### config.mk
export PLATFORM = sky130hd
export DESIGN_NAME = getc_unit
export DESIGN_NICKNAME = d
export VERILOG_FILES = /design/src/rtl/getc_unit.sv
export SDC_FILE = /design/constraint.sdc
export NUM_CORES = 1
export LEC_CHECK = 0
export ABC_AREA = 1
export CORE_UTILIZATION = 64
export DETAILED_ROUTE_END_ITERATION = 12
export PLACE_DENSITY = 0.88
export SLEW_MARGIN = 20
export SYNTH_ARGS = -nofsm -noshare
export SYNTH_HDL_FRONTEND = slang
export SYNTH_SLANG_ARGS = --single-unit
export TNS_END_PERCENT = 100
### constraint.sdc
create_clock -name clk -period 4.1 [get_ports clk]
set_clock_uncertainty 0.05 [all_clocks]
set_input_delay 0.82 -clock clk [delete_from_list [all_inputs] [get_ports clk]]
set_output_delay 0.82 -clock clk [all_outputs]
set_load 0.1 [all_outputs]
### src/rtl/getc_unit.sv
// getc_unit: character-input unit for the ELVM CPU.
// Receives 8N1 UART frames on rx into a small byte FIFO. It answers CPU getc
// requests with a 9-bit register value and returns 0 at end-of-input once
// the FIFO has drained.
module getc_unit #(
    parameter int CLK_DIV = 16,
    parameter int DEPTH   = 8
) (
    input  logic                   clk,
    input  logic                   rst,
    input  logic                   rx,
    input  logic                   eof,
    input  logic                   getc_req,
    output logic                   getc_valid,
    output logic [8:0]             getc_data,
    output logic [$clog2(DEPTH):0] fifo_count,
    output logic                   overrun,
    output logic                   frame_err
);

    localparam int AW = $clog2(DEPTH);
    localparam int CW = $clog2(CLK_DIV);

    localparam logic [CW-1:0] HALF_LOAD = CW'(CLK_DIV / 2 - 1);
    localparam logic [CW-1:0] FULL_LOAD = CW'(CLK_DIV - 1);
    localparam logic [CW-1:0] CNT_STEP  = CW'(1);
    localparam logic [AW-1:0] PTR_STEP  = AW'(1);
    localparam logic [AW:0]   OCC_STEP  = (AW + 1)'(1);
    localparam logic [AW:0]   OCC_FULL  = (AW + 1)'(DEPTH);

    typedef enum logic [1:0] {
        IDLE,
        START,
        DATA,
        STOP
    } rx_state_t;

    // ------------------------------------------------------------------
    // Receive side
    // ------------------------------------------------------------------
    logic            rx_meta;
    logic            rx_s;
    rx_state_t       state;
    rx_state_t       state_nx;
    logic [CW-1:0]   bit_cnt;
    logic [2:0]      bit_idx;
    logic [7:0]      shreg;
    logic            cnt_zero;
    logic            rx_push;
    logic            rx_bad;
    logic            shift_en;

    assign cnt_zero = (bit_cnt == '0);

    // Two-flop synchroniser; resets to the idle (mark) level.
    always_ff @(posedge clk) begin
        if (rst) begin
            rx_meta <= 1'b1;
            rx_s    <= 1'b1;
        end else begin
            rx_meta <= rx;
            rx_s    <= rx_meta;
        end
    end

    // RX FSM state register.
    always_ff @(posedge clk) begin
        if (rst) begin
            state <= IDLE;
        end else begin
            state <= state_nx;
        end
    end

    // RX FSM next-state logic.
    always_comb begin
        state_nx = state;
        case (state)
            IDLE: begin
                if (!rx_s) begin
                    state_nx = START;
                end
            end
            START: begin
                if (cnt_zero) begin
                    state_nx = rx_s ? IDLE : DATA;
                end
            end
            DATA: begin
                if (cnt_zero && (bit_idx == 3'd7)) begin
                    state_nx = STOP;
                end
            end
            STOP: begin
                if (cnt_zero) begin
                    state_nx = IDLE;
                end
            end
            default: state_nx = IDLE;
        endcase
    end

    // RX FSM outputs: data shift strobe and stop-bit verdict.
    always_comb begin
        shift_en = 1'b0;
        rx_push  = 1'b0;
        rx_bad   = 1'b0;
        case (state)
            DATA:    shift_en = cnt_zero;
            STOP: begin
                rx_push = cnt_zero && rx_s;
                rx_bad  = cnt_zero && !rx_s;
            end
            default: ;
        endcase
    end

    // Bit timer, bit index and data shift register (LSB first).
    always_ff @(posedge clk) begin
        if (rst) begin
            bit_cnt <= '0;
            bit_idx <= '0;
            shreg   <= '0;
        end else begin
            case (state)
                IDLE: begin
                    bit_cnt <= HALF_LOAD;
                end
                START: begin
                    if (cnt_zero) begin
                        bit_cnt <= FULL_LOAD;
                        bit_idx <= '0;
                    end else begin
                        bit_cnt <= bit_cnt - CNT_STEP;
                    end
                end
                DATA: begin
                    if (cnt_zero) begin
                        bit_cnt <= FULL_LOAD;
                        bit_idx <= bit_idx + 3'd1;
                    end else begin
                        bit_cnt <= bit_cnt - CNT_STEP;
                    end
                    if (shift_en) begin
                        shreg <= {rx_s, shreg[7:1]};
                    end
                end
                STOP: begin
                    if (!cnt_zero) begin
                        bit_cnt <= bit_cnt - CNT_STEP;
                    end
                end
                default: bit_cnt <= HALF_LOAD;
            endcase
        end
    end

    // ------------------------------------------------------------------
    // FIFO and request handling
    // ------------------------------------------------------------------
    logic [7:0]    mem [DEPTH];
    logic [AW-1:0] wr_ptr;
    logic [AW-1:0] rd_ptr;
    logic          fifo_empty;
    logic          fifo_full;
    logic          accept;
    logic          pop;
    logic          eof_resp;
    logic          push_ok;

    assign fifo_empty = (fifo_count == '0);
    assign fifo_full  = (fifo_count == OCC_FULL);

    // A request is re-evaluated every cycle it is held while no response is
    // on the bus, so a blocked read needs no separate pending register and a
    // dropped getc_req cancels it for free.
    assign accept   = getc_req && !getc_valid;
    assign pop      = accept && !fifo_empty;
    assign eof_resp = accept && fifo_empty && eof;
    assign push_ok  = rx_push && (!fifo_full || pop);

    // FIFO storage write port.
    always_ff @(posedge clk) begin
        if (push_ok) begin
            mem[wr_ptr] <= shreg;
        end
    end

    // FIFO pointers and occupancy.
    always_ff @(posedge clk) begin
        if (rst) begin
            wr_ptr     <= '0;
            rd_ptr     <= '0;
            fifo_count <= '0;
        end else begin
            if (push_ok) begin
                wr_ptr <= wr_ptr + PTR_STEP;
            end
            if (pop) begin
                rd_ptr <= rd_ptr + PTR_STEP;
            end
            case ({push_ok, pop})
                2'b10:   fifo_count <= fifo_count + OCC_STEP;
                2'b01:   fifo_count <= fifo_count - OCC_STEP;
                default: fifo_count <= fifo_count;
            endcase
        end
    end

    // Response strobe and held response value.
    always_ff @(posedge clk) begin
        if (rst) begin
            getc_valid <= 1'b0;
            getc_data  <= '0;
        end else begin
            getc_valid <= pop || eof_resp;
            if (pop) begin
                getc_data <= {1'b0, mem[rd_ptr]};
            end else if (eof_resp) begin
                getc_data <= '0;
            end
        end
    end

    // Sticky error flags, cleared only by reset.
    always_ff @(posedge clk) begin
        if (rst) begin
            overrun   <= 1'b0;
            frame_err <= 1'b0;
        end else begin
            if (rx_push && !push_ok) begin
                overrun <= 1'b1;
            end
            if (rx_bad) begin
                frame_err <= 1'b1;
            end
        end
    end

endmodule

==> key figures, run 1 <==
Clock tree
  • Post-CTS sizing: 0
  • Root Driver: clkbuf_8
  • CTS sink count: 107
  • Hold_buf cts: 0
  • Number of buffers created by CTS: 9
  • H-tree depth: 3
  • Reg clk slew, reported paths: 0.09 ns
  • Clk_lat worst skew: ~0.37 ns
  • Post CTS Setup Buffer Count: 0
  • CTS tree: built
  • Clk buf depth: 2

Floorplan
  • Initial Utilization: 0.6580
  • Core Rows: 30
  • Core ar.: slightly below 0.007 mm2
  • Total Die Area: roughly 0.0073 mm2
  • Die X: 85.35 um
  • IO Pins: 21
  • Die Y-Extent: roughly 85 um

Yosys
  • Cells after Synth: 443
  • Post-Synth XOR/XNOR Area: 0.005910
  • Number of synthesized flops with an enable pin: 64
  • Sequential share of the synthesized area: 0.6259
  • Compound-Gate Fraction of Synth Area: 0.09513
  • Synth top area cells: edfxtp_1 (43%), dfxtp_1 (19%), nor2_1 (5.9%)
  • Leading area contributor after synthesis: edfxtp_1
  • Synth Area in Adders: 0.03828
  • Mapped Nets: 461
  • Post-Synth Simple-Gate Area: 0.1872
  • Mux contribution to synthesized area: 0
  • Synthesis-stage register bit count: 107
  • Yosys cell types: 36
  • Share of the synthesized area in the top cell type: 0.4323
  • Post-Syn Area: 0.004446 mm2
  • Syn_area_per_cell: 10.04 um2
  • Synth top cells by count: nor2_1 (70), nand2_1 (68), edfxtp_1 (64)
  • FFs w/ async S/R, synth: 0
  • Most common cell in the synthesized netlist: nor2_1
  • Yosys warnings: 0
  • Commonest register cell after synthesis: edfxtp_1
  • Main combinational cell family by area after synthesis: simple AND/OR/NAND/NOR gates

Timing
  • Worst-Margin Slew: 1.071 ns
  • Final Hold Viols: 0
  • Period utilisation layout: 0.6968
  • Slew HR: 0.2805
  • Fmax: roughly 0.35 GHz
  • Final setup vio count: 0
  • RSZ-0062 raised after global routing: no
  • Final slew viol count: 0
  • Final setup TNS: 0 ns
  • Tmin final: 2.857 ns

Pwr
  • Sw frac: 0.4101
  • P_sw: about 1200 uW
  • Combinational Power Share: 0.363
  • Clock power share: 0.202
  • Sequential share of power: 0.436
  • LEAKAGE: around 0.0019 uW
  • Internal power: 1736 uW
  • Max VDD drop: 0.0002449 V
  • Pwr/cell area: 605.1 mW/mm2

Drt
  • Routed wire length: roughly 9000 um
  • Antenna viol nets, final: 0
  • Wire per inst: roughly 16 um
  • Post-DR vias/cell: 5.705
  • 1st-iter DRT viols: 191
  • DRC Markers: 0
  • Via Count: 3115
  • DR pass1 iterations: 5

Critical path
  • Crit-path cells: clkdlybuf4s50_1
  • WS Path Type: flip-flop to primary output
  • Critical path's top delay family: buffers and inverters
  • CP required: 3.23 ns
  • R2R setup slack: 1.66 ns
  • Max stage delay on crit path: 1.18 ns
  • CP max FO: 5
  • CP max-delay cell: clkdlybuf4s50_1
  • Worst path bufs/invs: 1
  • Worst Path Arrival: 1.99 ns
  • Crit. End Element: primary output
  • Crit path launch type: flip-flop

GRT
  • Met1 global-route usage: 0.3531
  • GRT busiest layer: met2
  • Number of global-route vias before repair: 2919
  • First-pass GRT wire length: 14280 um
  • Grt met3 use: 0.05058
  • Initial antenna violation count: 0
  • Grt ovf: 0
  • Grt met2 use: 0.4157
  • Largest net degree at the start of global routing: 34
  • Total Routing Usage GR: 0.2626

Place
  • Area post-placement: around 0.0047 mm2
  • Final HPWL DP: 6097 um
  • Dpl cells: 530
  • GPL Wtd Cong: 0.8409
  • # port buffers: 19

Outcome
  • Status: finished, final reports clean

Finish
  • Sequential cell area: between 0.002 and 0.003 mm2
  • Multi-input combinational cell area: 0.001460 mm2
  • Util after Layout: 0.7200
  • Area Growth Syn to Fin: 9.429%
  • N_diodes: 0
  • Layout Cells excl Fill: 546
  • Design Area, Final: 0.004865 mm2
  • # fillers: 479
  • Share of layout cells above drive strength 1: 0.08584
  • Final #Nets: 479

Run
  • Max-cap violations: 0

Min path
  • Worst min path class: flip-flop to flip-flop
## power groups by stage
stage	clock network [uW]	logic (uW)	registers [uW]
after floorplan	0	521	1600
after global placement	0	1030	1300
after detailed placement	0	1060	1310
after CTS	601	1060	1280
after global routing	641	1160	1290
final	593	1070	1280
## per-stage QoR
step	setup slack [ns]	hold WS (ns)	power [uW]
5_1_grt	1.205	0.3951	3099
4_1_cts	1.237	0.3794	2946
6_report	1.243	0.3759	2944
3_5_place_dp	1.138	0.3565	2364
3_3_place_gp	1.253	0.3485	2333
2_1_floorplan	1.457	0.3395	2124
## logic make-up (layout without fill, tap and decap cells)
logic type | Yosys count | in the layout
adders and majority gates | 13 | 13
other | 1 | 1
and+or+nand+nor | 190 | 190
AOI/OAI and AO/OA | 80 | 80
buffers and inverters | 49 | 72
xor gates and xnor gates | 3 | 3
DFF | 107 | 107
## routing by layer
layer / up-vias / wire length [um]
met5: - / 0
met4: 0 / 291
met3: 22 / 418
met2: 92 / 4216
met1: 1468 / 4060
li1: 1533 / -
## sequential cells by signal (all words and copies together), names as in the netlist, named ones only
| register | count |
|---|---|
| mem | 64 |
| getc_data | 8 |
| shreg | 8 |
| bit_cnt | 4 |
| fifo_count | 4 |
| bit_idx | 3 |
| rd_ptr | 3 |
| wr_ptr | 3 |
| frame_err | 1 |
| getc_valid | 1 |
| overrun | 1 |
| rx_meta | 1 |
| rx_s | 1 |
| state | 1 |
## cell usage in the layout, fill, tap and decap left out, types with 2 or more instances in the layout
master / netlist / layout
clkdlybuf4s50_1: 0 / 19
nand2_1: 68 / 68
nor3_1: 7 / 6
o21ai_1: 28 / 28
edfxtp_1: 64 / 64
a21oi_1: 26 / 26
or2_2: 3 / 3
nor2_2: 2 / 2
ha_1: 12 / 12
nor2_4: 2 / 2
xor2_1: 2 / 2
nor2_1: 70 / 70
nand4_1: 3 / 3
inv_1: 27 / 27
a31oi_1: 2 / 2
o211ai_1: 4 / 4
inv_2: 6 / 6
clkbuf_8: 0 / 9
o21ai_0: 16 / 16
inv_4: 1 / 2
nand2_2: 3 / 3
clkinv_2: 0 / 4
buf_4: 3 / 3
dfxtp_1: 43 / 43
nand3_1: 28 / 28
## final cells by class
| type | instances | area share |
|---|---|---|
| multi-input cells | 287 | 0.3002 |
| repair buffers | 22 | 0.04372 |
| inverters | 34 | 0.02675 |
| well taps | 80 | 0.02058 |
| flip-flops and latches | 107 | 0.5720 |
| clock buffers | 11 | 0.03138 |
| clock inverters | 5 | 0.005401 |
## final timing paths
| path | end | cells after the start | from |
|---|---|---|---|
| setup reg to reg | mem[7][0] | 5 | state[0] |
| hold / removal | rx_s | 1 | rx_meta |
| hold reg to reg | rx_s | 1 | rx_meta |
| setup / recovery | fifo_count[0] | 1 | fifo_count[0] |
No activity file was read; power rests on OpenSTA's default activity.
==> inputs of run 2 (changes only) <==
Settings changed: CORE_UTILIZATION 64 to 54, PLACE_DENSITY 0.88 to 0.79.
Clock period 4.1 ns to 2.3 ns, I/O delays scaled along.
==> key figures, run 2 (synthesis results as in run 1) <==
Outcome
  • Status: finished, final reports clean

Critical path
  • CP max FO: 7
  • Crit path launch type: flip-flop
  • Worst Path Arrival: ~2.3 ns
  • R2R cell count: 16
  • CP required: 2.51 ns
  • WS Path Type: flip-flop to flip-flop
  • Crit. End Element: flip-flop

Timing
  • Final slew viol count: 0
  • Worst-Margin Slew: 0.5407 ns
  • Tmin final: between 2 and 2.5 ns
  • RSZ-0062 raised after global routing: no
  • Slew HR: 0.6390
  • Period utilisation layout: 0.9189
  • Final setup vio count: 0
  • Smallest hold slack: 0.3662 ns
  • Final Hold Viols: 0
  • Fmax: 0.4732 GHz

Place
  • # port buffers: 19
  • Final HPWL DP: 6046 um
  • GPL Wtd Cong: 0.8253

GRT
  • Total Routing Usage GR: 0.2117
  • Initial antenna violation count: 0
  • First-pass GRT wire length: 13630 um
  • Grt ovf: 0
  • Largest net degree at the start of global routing: 33
  • Number of global-route vias before repair: roughly 3k

Clock tree
  • Number of buffers created by CTS: 9
  • Reg clk slew, reported paths: around 0.10 ns
  • Post CTS Setup Buffer Count: 0
  • Clk buf depth: 2
  • H-tree depth: 3
  • CTS tree: built
  • CTS sink count: 107
  • Clk_lat worst skew: between 0.3 and 0.4 ns
  • Root Driver: clkbuf_8

Drt
  • Wire per inst: 14.96 um
  • DRC Markers: 0
  • Antenna viol nets, final: 0
  • 1st-iter DRT viols: a little over 100
  • Routed wire length: around 8700 um
  • Via Count: between 3k and 4k
  • DR pass1 iterations: 4
  • Post-DR vias/cell: 5.355

Pwr
  • Sequential share of power: 0.438
  • LEAKAGE: 0.002016 uW
  • P_sw: about 2100 uW
  • Max VDD drop: 0.0005646 V
  • Pwr/cell area: 1052 mW/mm2
  • Total power: 5226 uW
  • Clock power share: 0.191
  • Internal power: a little over 3000 uW
  • Combinational Power Share: 0.371
  • Sw frac: 0.4111

Finish
  • Commonest cells after routing, fill and taps aside: nor2_1 (70), nand2_1 (68), edfxtp_1 (64), dfxtp_1 (37), buf_4 (33)
  • Final #Nets: 494
  • Largest regs: mem: 64 flops, getc_data: 8 flops, shreg: 8 flops
  • Share of layout cells above drive strength 1: 0.1601
  • Area Growth Syn to Fin: 11.79%
  • Reg with most FFs: mem
  • Max reg flops: 64
  • Commonest non-fill, non-tap cell in the layout: nor2_1
  • N_diodes: 0

Floorplan
  • Core Rows: 32
  • Total Die Area: approximately 0.0086 mm2
  • Core ar.: 0.007848 mm2
  • Initial Utilization: 0.5665
  • IO Pins: 21
  • Die X: ~93 um
  • Die Y-Extent: just over 90 um

Min path
  • Worst min path class: flip-flop to flip-flop
  • Hold depth: 1

Run
  • Max-cap violations: 0
[run 2: cell types whose count changed in the layout (fill, tap and decap cells not counted), moves of 2 or more]
cell and change:
ha_1 -2, clkdlybuf4s50_1 -15, dfxtp_1 -6, buf_4 +30, clkinv_2 -2, dfxtp_2 +6
clkinv_4 +2, ha_2 +2
[run 2: cell type report]
cell class | count | area, um2
Fill cell | 637 | 2878
Tap cell | 102 | 127.6
Clock buffer | 10 | 127.6
Sequential cell | 107 | 2790
Inverter | 34 | 130.1
Multi-Input combinational cell | 287 | 1464
Timing Repair Buffer | 37 | 287.8
Clock inverter | 6 | 42.54
[run 2: path summary, 6_finish.rpt]
| path | end | start | slack (ns) |
|---|---|---|---|
| worst max-delay path | fifo_count[3] | bit_cnt[0] | 0.19 |
| worst min-delay path | rx_s | rx_meta | 0.37 |
| worst max register to register | fifo_count[3] | bit_cnt[0] | 0.19 |
| worst min register to register | rx_s | rx_meta | 0.37 |
[run 2: what timing repair did]
action,CTS,global route
gates resized for setup,0,4
setup endpoints to repair,0,1
hold endpoints to repair,0,0
hold buffers,0,0
[run 2: power by group through the flow]
stage	registers [uW]	logic, uW	clock network, uW
global placement	2330	1860	0
CTS	2290	1920	1020
detailed placement	2330	1910	0
floorplan	2870	928	0
global route	2310	2090	1110
finish	2290	1940	997
[run 2: worst max-delay path, stage by stage, from the launching register on]
cell,delay [ns]
dfxtp_1,0.33
inv_1,0.07
ha_2,0.22
nand3_4,0.13
inv_2,0.09
nand2_1,0.11
nand2_4,0.08
inv_1,0.05
ha_1,0.27
nand2_1,0.07
nand2_1,0.06
a21oi_2,0.14
nand2_1,0.07
nand2_1,0.08
nand3_1,0.07
nand2_1,0.06
nor2_1,0.04
[run 2: through the flow]
step / worst slack (ns) / setup TNS [ns] / area (um2) / utilization / std cells
after CTS: 0.09846 / 0 / 4960 / 0.6320 / 583
after detailed placement: -0.1083 / -0.1083 / 4790 / 0.6103 / 567
final: 0.1866 / 0 / 4970 / 0.6333 / 583
after global placement: 0.009805 / 0 / 4790 / 0.6103 / 567
after global routing: 0.02810 / 0 / 4970 / 0.6333 / 583
after floorplan: 0.04957 / 0 / 4452 / - / 443
[run 2: per-layer routing]
metal / part of all wire / vias to the layer above / track usage / wire length (um)
met5: 0 / - / 0 / 0
met4: 0.025 / 0 / 0.09872 / 219
met3: 0.064 / 16 / 0.05829 / 556
met2: 0.51 / 81 / 0.3642 / 4417
met1: 0.40 / 1461 / 0.2450 / 3527
li1: - / 1564 / - / -
==> patch (flow settings as in run 1) <==
One comparison of `fifo_count` changes from == to >=.
--- a/src/rtl/getc_unit.sv
+++ b/src/rtl/getc_unit.sv
@@ -171,3 +171,3 @@
     assign fifo_empty = (fifo_count == '0);
-    assign fifo_full  = (fifo_count == OCC_FULL);
+    assign fifo_full  = (fifo_count >= OCC_FULL);
 
Formal check against the unedited RTL: no difference found for any inputs over 10 cycles, from zero or initial values and one cycle with rst high; that may be too few to reach the edited logic, so the function may still have changed.
==> patch against run 1 <==
  * Sequential cell count is the same
  * Area after synthesis shrank 0.20%
  * Die area shrank 0.20%
  * Total power grew 1.8%
  * Routed wire length grew 2.3%
  * Largest power group unchanged
  * Setup slack gained 0.011 ns
  * Non-clock buffer count grew 1
  * Critical endpoint is now fifo_count[3]
  * Cell area shrank 0.39%
==> patch: results <==
metrics = {
    "clock_tree": {
        "htreeDepth": 3,
    },
    "pwr": {
        "peakVddDrop_uv": 415,
        "p_leak_nw": 1.89,
        "p_sw_share_pct": 42.0,
    },
    "synth": {
        "synth_common_cells": "nand2_1, edfxtp_1, nor2_1",
        "ys_seq_area_share_pct": 62.7,
        "synth.area.top_cells": "edfxtp_1, dfxtp_1, nand2_1",
        "ys_types": 30,
        "syn_nets": 462,
    },
    "status": {
        "status": "finished, final reports clean",
    },
    "route": {
        "via_count": 3203,
        "first_iter_violations": 300,
        "met3_length_um": 616,
        "drt_wl_total_mm": 9.19,
        "wl_met2_mm": 4.39,
        "wl_met1_mm": 3.89,
    },
    "global_route": {
        "grt_max_degree": 34,
        "grt_pass1_wl_mm": 14.7,
        "grt_use_total_pct": 27.0,
    },
    "placed_design": {
        "placed_area_um2": 4670,
        "place_congestion": 0.884,
        "place_hpwl_mm": 6.39,
    },
    "critical_path": {
        "rrSetupSlack_ns": 1.74,
        "crit-reg2reg-launch": "bit_cnt[0]",
        "reg2regPathDepth": 7,
        "r2r-end": "mem[4][2]",
        "crit_fanout": 6,
    },
    "finish": {
        "fillers": 456,
        "final_layout_size_suffix_gt1_share_pct": 7.94,
    },
    "sta": {
        "slew_headroom_pct": 32.2,
    },
    "min_path": {
        "hold_depth": 1,
    },
}
-- patch: cell count changes after synthesis, sizes merged, moves of 2 or more --
cell / change
a21oi: -3
clkbuf: +2
inv: -2
nand2: +17
nand3: +18
nor2: -15
nor3: -3
o21ai: -14
or2: +3
-- patch: cells by family after synthesis --
logic type               after synthesis  share of synthesized area [%]
adder cells (fa/ha/maj)               13                           3.84
flip-flops                           107                           62.7
AND/OR/NAND/NOR                      210                           21.0
XOR/XNOR                               2                          0.395
AO/OA/AOI/OAI                         62                           7.47
other                                  1                         0.0845
buffers and inverters                 49                           4.54
-- patch: power groups by stage --
stage / registers (W) / logic, W / clock network (W)
after detailed placement: 0.00134 / 0.00109 / 0
after floorplan: 0.00156 / 0.000607 / 0
after global placement: 0.00134 / 0.00103 / 0
after CTS: 0.00132 / 0.00109 / 0.000585
after global routing: 0.00133 / 0.00119 / 0.000627
final: 0.00132 / 0.00109 / 0.000582
-- patch: worst max-delay path by stage --
stage | cells past startpoint | slack, ns | start | endpoint
6_report | 1 | 1.25 | fifo_count[3] | fifo_count[3]
5_1_grt | 1 | 1.21 | fifo_count[1] | fifo_count[1]
4_1_cts | 1 | 1.24 | fifo_count[3] | fifo_count[3]
3_5_place_dp | 14 | 1.03 | getc_req | fifo_count[3]
3_3_place_gp | 8 | 1.22 | getc_req | mem[4][7]
2_1_floorplan | 8 | 1.44 | fifo_count[2] | mem[3][0]
-- patch: per-stage QoR --
stage          setup WS [ns]  cells  utilization [%]  hold WS, ns  total power (W)
2_1_floorplan           1.44    444                -        0.339          0.00216
3_3_place_gp            1.22    527             71.5        0.345          0.00237
3_5_place_dp            1.03    527             71.5        0.353          0.00243
4_1_cts                 1.24    543             74.2        0.379          0.00300
5_1_grt                 1.21    543             74.2        0.410          0.00316
6_report                1.25    543             74.2        0.378          0.00300
-- patch: layout make-up --
cell class	count	area, µm²	share of cell area, %
repair buffers	23	220	4.54
clock buffers	9	124	2.56
clock inverters	7	50.0	1.03
well taps	77	96.3	1.99
multi-input cells	288	1450	30.0
inverters	32	120	2.48
flip-flops and latches	107	2780	57.4
-- patch: per-layer routing --
layer  vias up  GRT usage, %
li1       1531             -
met1      1497          37.7
met2       150          42.4
met3        25          3.50
met4         0          12.6
met5         -             0
